**src/rtl/id_exe_reg_pkg.sv**
```systemverilog
// Shared pipeline definitions for the decode/execute boundary of the 32-bit ARM core.
package id_exe_reg_pkg;

  localparam int BIT_NUMBER_DEF   = 32;
  localparam int REG_NUM_BITS_DEF = 4;

  // ALU command encodings; compare/test and load/store reuse the arithmetic/logic codes
  localparam logic [3:0] CMD_MOV = 4'b0001;
  localparam logic [3:0] CMD_MVN = 4'b1001;
  localparam logic [3:0] CMD_ADD = 4'b0010;
  localparam logic [3:0] CMD_ADC = 4'b0011;
  localparam logic [3:0] CMD_SUB = 4'b0100;
  localparam logic [3:0] CMD_SBC = 4'b0101;
  localparam logic [3:0] CMD_AND = 4'b0110;
  localparam logic [3:0] CMD_ORR = 4'b0111;
  localparam logic [3:0] CMD_EOR = 4'b1000;
  localparam logic [3:0] CMD_CMP = 4'b0100;
  localparam logic [3:0] CMD_TST = 4'b0110;
  localparam logic [3:0] CMD_LDR = 4'b0010;
  localparam logic [3:0] CMD_STR = 4'b0010;

  localparam int SR_N = 3;
  localparam int SR_Z = 2;
  localparam int SR_C = 1;
  localparam int SR_V = 0;

  // Control bits cleared by a flush
  typedef struct packed {
    logic wb_en;
    logic mem_r_en;
    logic mem_w_en;
    logic b;
    logic s;
  } ctrl_t;

  localparam ctrl_t CTRL_BUBBLE = '0;

endpackage

```
**src/rtl/id_exe_reg_hazard_unit.sv**
```systemverilog
// Combinational read-after-write detector against the EXE and MEM destinations.
module hazard_unit
  import id_exe_reg_pkg::*;
#(
  parameter int REG_NUM_BITS = REG_NUM_BITS_DEF
) (
  input  logic [REG_NUM_BITS-1:0] src1,
  input  logic [REG_NUM_BITS-1:0] src2,
  input  logic                    two_src,
  input  logic                    exe_wb_en,
  input  logic [REG_NUM_BITS-1:0] exe_dest,
  input  logic                    mem_wb_en,
  input  logic [REG_NUM_BITS-1:0] mem_dest,
  output logic                    hazard
);

  logic exe_match;
  logic mem_match;

  // R0 is an ordinary register here, so no zero-index exclusion
  always_comb begin
    exe_match = exe_wb_en && ((exe_dest == src1) || (two_src && (exe_dest == src2)));
    mem_match = mem_wb_en && ((mem_dest == src1) || (two_src && (mem_dest == src2)));
    hazard    = exe_match || mem_match;
  end

endmodule

```
**src/rtl/id_exe_reg.sv**
```systemverilog
// ID/EXE pipeline register with stall hold, branch bubble, NZCV status register
// and data-hazard detection fed back to decode.
module id_exe_reg
  import id_exe_reg_pkg::*;
#(
  parameter int BIT_NUMBER   = BIT_NUMBER_DEF,
  parameter int REG_NUM_BITS = REG_NUM_BITS_DEF
) (
  input  logic                    clk,
  input  logic                    rst,
  input  logic                    freeze,
  input  logic                    flush,
  input  logic                    id_wb_en,
  input  logic                    id_mem_r_en,
  input  logic                    id_mem_w_en,
  input  logic                    id_b,
  input  logic                    id_s,
  input  logic                    id_imm,
  input  logic [REG_NUM_BITS-1:0] id_exe_cmd,
  input  logic [REG_NUM_BITS-1:0] id_dest,
  input  logic [REG_NUM_BITS-1:0] id_first_src,
  input  logic [REG_NUM_BITS-1:0] id_second_src,
  input  logic                    id_two_src,
  input  logic [11:0]             id_shift_operand,
  input  logic [23:0]             id_signed_imm_24,
  input  logic [BIT_NUMBER-1:0]   id_pc,
  input  logic [BIT_NUMBER-1:0]   id_val_rn,
  input  logic [BIT_NUMBER-1:0]   id_val_rm,
  input  logic [REG_NUM_BITS-1:0] mem_dest,
  input  logic                    mem_wb_en,
  input  logic [3:0]              exe_status,
  output logic                    exe_wb_en,
  output logic                    exe_mem_r_en,
  output logic                    exe_mem_w_en,
  output logic                    exe_b,
  output logic                    exe_s,
  output logic                    exe_imm,
  output logic [REG_NUM_BITS-1:0] exe_exe_cmd,
  output logic [REG_NUM_BITS-1:0] exe_dest,
  output logic [11:0]             exe_shift_operand,
  output logic [23:0]             exe_signed_imm_24,
  output logic [BIT_NUMBER-1:0]   exe_pc,
  output logic [BIT_NUMBER-1:0]   exe_val_rn,
  output logic [BIT_NUMBER-1:0]   exe_val_rm,
  output logic                    hazard,
  output logic [3:0]              sr
);

  ctrl_t                   ctrl_d, ctrl_q;
  logic [REG_NUM_BITS-1:0] cmd_d, cmd_q;
  logic [REG_NUM_BITS-1:0] dest_d, dest_q;
  logic                    imm_d, imm_q;
  logic [11:0]             shift_d, shift_q;
  logic [23:0]             simm_d, simm_q;
  logic [BIT_NUMBER-1:0]   pc_d, pc_q;
  logic [BIT_NUMBER-1:0]   rn_d, rn_q;
  logic [BIT_NUMBER-1:0]   rm_d, rm_q;
  logic [3:0]              sr_d, sr_q;

  always_comb begin
    ctrl_d  = ctrl_q;
    cmd_d   = cmd_q;
    dest_d  = dest_q;
    imm_d   = imm_q;
    shift_d = shift_q;
    simm_d  = simm_q;
    pc_d    = pc_q;
    rn_d    = rn_q;
    rm_d    = rm_q;
    sr_d    = sr_q;
    if (!freeze) begin
      ctrl_d.wb_en    = id_wb_en;
      ctrl_d.mem_r_en = id_mem_r_en;
      ctrl_d.mem_w_en = id_mem_w_en;
      ctrl_d.b        = id_b;
      ctrl_d.s        = id_s;
      cmd_d           = id_exe_cmd;
      dest_d          = id_dest;
      imm_d           = id_imm;
      shift_d         = id_shift_operand;
      simm_d          = id_signed_imm_24;
      pc_d            = id_pc;
      rn_d            = id_val_rn;
      rm_d            = id_val_rm;
      if (flush) begin
        ctrl_d = CTRL_BUBBLE;
        cmd_d  = '0;
      end
      // Flags belong to the instruction already in EXE, so flush of the incoming one is irrelevant
      if (ctrl_q.s) sr_d = exe_status;
    end
  end

  always_ff @(posedge clk or posedge rst) begin
    if (rst) begin
      ctrl_q  <= CTRL_BUBBLE;
      cmd_q   <= '0;
      dest_q  <= '0;
      imm_q   <= 1'b0;
      shift_q <= '0;
      simm_q  <= '0;
      pc_q    <= '0;
      rn_q    <= '0;
      rm_q    <= '0;
      sr_q    <= '0;
    end else begin
      ctrl_q  <= ctrl_d;
      cmd_q   <= cmd_d;
      dest_q  <= dest_d;
      imm_q   <= imm_d;
      shift_q <= shift_d;
      simm_q  <= simm_d;
      pc_q    <= pc_d;
      rn_q    <= rn_d;
      rm_q    <= rm_d;
      sr_q    <= sr_d;
    end
  end

  assign exe_wb_en         = ctrl_q.wb_en;
  assign exe_mem_r_en      = ctrl_q.mem_r_en;
  assign exe_mem_w_en      = ctrl_q.mem_w_en;
  assign exe_b             = ctrl_q.b;
  assign exe_s             = ctrl_q.s;
  assign exe_imm           = imm_q;
  assign exe_exe_cmd       = cmd_q;
  assign exe_dest          = dest_q;
  assign exe_shift_operand = shift_q;
  assign exe_signed_imm_24 = simm_q;
  assign exe_pc            = pc_q;
  assign exe_val_rn        = rn_q;
  assign exe_val_rm        = rm_q;
  assign sr                = sr_q;

  hazard_unit #(
    .REG_NUM_BITS (REG_NUM_BITS)
  ) u_hazard_unit (
    .src1      (id_first_src),
    .src2      (id_second_src),
    .two_src   (id_two_src),
    .exe_wb_en (ctrl_q.wb_en),
    .exe_dest  (dest_q),
    .mem_wb_en (mem_wb_en),
    .mem_dest  (mem_dest),
    .hazard    (hazard)
  );

endmodule

```
**config.mk**
```make
export PLATFORM = sky130hd
export DESIGN_NAME = id_exe_reg
export DESIGN_NICKNAME = d
export VERILOG_FILES = /design/src/rtl/id_exe_reg_pkg.sv /design/src/rtl/id_exe_reg_hazard_unit.sv /design/src/rtl/id_exe_reg.sv
export SDC_FILE = /design/constraint.sdc
export NUM_CORES = 1
export LEC_CHECK = 0
export ABC_AREA = 1
export BUFFER_PORTS_ARGS = -buffer_cell sky130_fd_sc_hd__buf_2
export CAP_MARGIN = 20
export CORE_ASPECT_RATIO = 0.5
export CORE_MARGIN = 5
export CORE_UTILIZATION = 48
export CTS_CLUSTER_DIAMETER = 40
export CTS_CLUSTER_SIZE = 8
export DETAILED_ROUTE_END_ITERATION = 7
export PLACE_DENSITY = 0.84
export SLEW_MARGIN = 20
export SYNTH_ARGS = -nofsm -noshare
export SYNTH_HDL_FRONTEND = slang
export SYNTH_HIERARCHICAL = 1
export SYNTH_SLANG_ARGS = --single-unit
```
**constraint.sdc**
```tcl
create_clock -name clk -period 12.3 [get_ports clk]
set_clock_uncertainty 0.05 [all_clocks]
set_input_delay 1.845 -clock clk [delete_from_list [all_inputs] [get_ports clk]]
set_output_delay 1.845 -clock clk [all_outputs]
set_load 0.01 [all_outputs]
```
==> run metrics <==
RR Startpoint exe_s; Critical Path Sink Type output pin; Clk Latency, worst-skew pair 390 ps; area of the mapped netlist 5900 µm²; Area contributors post-synth dfrtp_1 64%, nand2_1 31%, buf_2 2.1%, inv_1 1.0%, nor2_1 0.76%; Yosys warning count 6; critical path depth 10; # DRC 0; I/O pin cnt 319; Cell variety after synth 10; Fin Setup TNS 0 ps; Synth top area share 0.637; Synth Instances 704; initial antenna violation count 0; unrepaired setup endpoints after global routing false; FP Rows 28; worst r2r dst sr[1]; Finished Layout Cells 1190; Post-Synth Simple-Gate Area 0.319; CP cell instances buf_2, inv_1, nand2_1, nand2_1, nor2_1, nand2_1, nand2_1, nand2_1, nand2_1, buf_2; HPWL Detailed 12400 µm; vias in the first global route 5429; critical path's top delay family simple AND/OR/NAND/NOR gates; PwrDens 154 nW/µm²; WP data arrival 2650 ps; core region area 11900 µm²; clock share of power 0.405; largest net degree at the start of global routing 93; CTS root buffer clkbuf_16; Synth Area per Inst 8.37 µm²; Slew Limit Fails 0; I/O Buffers 318; # diodes 0; first-pass GRT wire length 26500 µm; routability cong. 0.927; clock-pin transition on the worst setup and hold timing paths 70 ps; max incr delay on CP 130 ps; slowest stage cell, crit path nor2_1; Synth Area in Adders 0; Combinational Power Share 0.145; total CTS buffers 17; clock sink count 150; xor/xnor share of the synthesized area 0.00594; Die ar. 14700 µm²; Initial Util 0.495; overall routing resource usage 0.222; CTS H-tree depth 4; sw power 0.341 mW; Max FO, Critical Path 3; Seq cells post-synth 150; Pwr Total 1.25 mW; WP data required 10400 ps; Area growth syn-to-layout 38.3%; Critical Path Start mem_dest[2]; status finished clean; Int Power 0.913 mW; r2r setup slk 11390 ps; final hold viol count 0; Flop pwr share 0.449; placed insts 1159; Post-CTS Hold Buffers 0; critical path type input pin to output pin; Compound-Gate Fraction of Synth Area 0.00255; Switching Share 0.272; Worst Reg-to-Reg Cells 3; Rel. slew slack 0.400; via count 5504; post-synthesis sequential area ratio 0.637; Antenna Nets Post-Route 0; Die Wd 167 µm; Longest Clk Path Bufs 2; die height 88.4 µm; Final #Nets 1181; P_leak 4.96 nW; CTS tree built; drt wl/cell 14.3 µm; post-synth top area cell dfrtp_1; fmax 220 MHz; DR iter-0 viols 338; final worst path period share 0.369; total of max-cap violations 0; Setup Fix Bufs, Post-CTS 0; drt first pass iters 5; FILL cells 959; GRT overflow 0; slew at the pin with the worst max-slew slack 900 ps; fraction of layout cells with a size suffix above 1 0.344; cell mode on critical path nand2_1; final wirelength 17000 µm; syn nets 872; Critical Path End hazard; final setup fails 0; mux cell area share after synthesis 0; largest family of logic cells by synthesized area simple AND/OR/NAND/NOR gates; Startpoint Class input pin; Post-CTS Resized 0; Sequential Area 3750 µm²; CP Buf/Inv Count 3; Peak VDD IR 0.000102 V; Hold/Removal Path Class flop to flop; DR vias/cell 4.63; fin crit period 4540 ps; area of the multi-input gates 1930 µm²
-- worst register-to-register path, cell delays in order, from the launching register on --
cell,delay [ps]
dfrtp_1,450
nand2_1,150
nand2_1,110
nand2_1,50
-- cells in the mapped netlist --
cell type	count
inv_2	1
nand2_1	481
xor2_1	4
nor2_1	12
dfrtp_1	150
nand3_1	6
o21ai_0	3
inv_1	16
buf_2	25
clkbuf_1	6
-- layout by cell type (no fill, tap or decap), types with 4 or more instances in the layout --
cell type	count
nand2_1	481
xor2_1	4
clkinvlp_4	4
buf_4	4
nor2_1	12
clkbuf_16	17
dfrtp_1	150
buf_2	317
nand3_1	6
inv_6	6
inv_1	15
-- how the worst min path moves through the flow --
stage,start,endpoint,cells after the start
finish,exe_val_rn[22],exe_val_rn[22],2
global route,sr[1],sr[1],2
CTS,sr[3],sr[3],2
detailed placement,exe_pc[4],exe_pc[4],2
global placement,sr[2],sr[2],2
floorplan,sr[0],sr[0],2
-- per-stage QoR --
step	setup WS (ps)	util	area, µm²	hold slack [ps]
after floorplan	6370	-	5900	459
after global placement	7870	0.636	7580	404
after detailed placement	7830	0.636	7580	409
after CTS	7820	0.685	8160	426
after global routing	7710	0.685	8160	444
final	7760	0.685	8160	420
-- cells by family (layout without fill, tap and decap cells) --
| logic type | after synthesis | count (layout) |
|---|---|---|
| simple gates | 499 | 499 |
| flops | 150 | 150 |
| buf+inv | 48 | 369 |
| xor+xnor | 4 | 4 |
| compound gates | 3 | 3 |
-- final cells by class --
| type | count | share of cell area |
|---|---|---|
| Tap cell | 165 | 0.0253 |
| Inverter | 17 | 0.00875 |
| Clock buffer | 18 | 0.0526 |
| Multi-Input combinational cell | 506 | 0.237 |
| Sequential cell | 150 | 0.460 |
| Timing Repair Buffer | 321 | 0.198 |
| Clock inverter | 13 | 0.0181 |
-- power groups by stage --
stage	clock [mW]	combinational (mW)	sequential, mW
4_1_cts	0.514	0.185	0.563
5_1_grt	0.540	0.203	0.570
6_report	0.509	0.182	0.564
3_5_place_dp	0	0.185	0.571
3_3_place_gp	0	0.179	0.570
2_1_floorplan	0	0.0662	0.593
-- registers in the layout, summed over array words and instances, names as in the netlist --
name and cells:
exe_val_rn 32, exe_val_rm 32, sr 4, exe_exe_cmd 4, exe_dest 4, exe_imm 1, exe_b 1, exe_mem_r_en 1
exe_s 1, exe_wb_en 1, exe_pc 32, exe_mem_w_en 1, exe_signed_imm_24 24, exe_shift_operand 12
-- metal layers --
metal  routed length [µm]  vias up  global-route usage  share of wire
met5                    0        -                   0              0
met4                  355        0              0.0742          0.021
met3                 1050       29              0.0473          0.062
met2                 9030      212               0.411           0.53
met1                 6560     2539               0.266           0.39
li1                     -     2724                   -              -
Note: power is estimated with default switching activity, not from simulation.
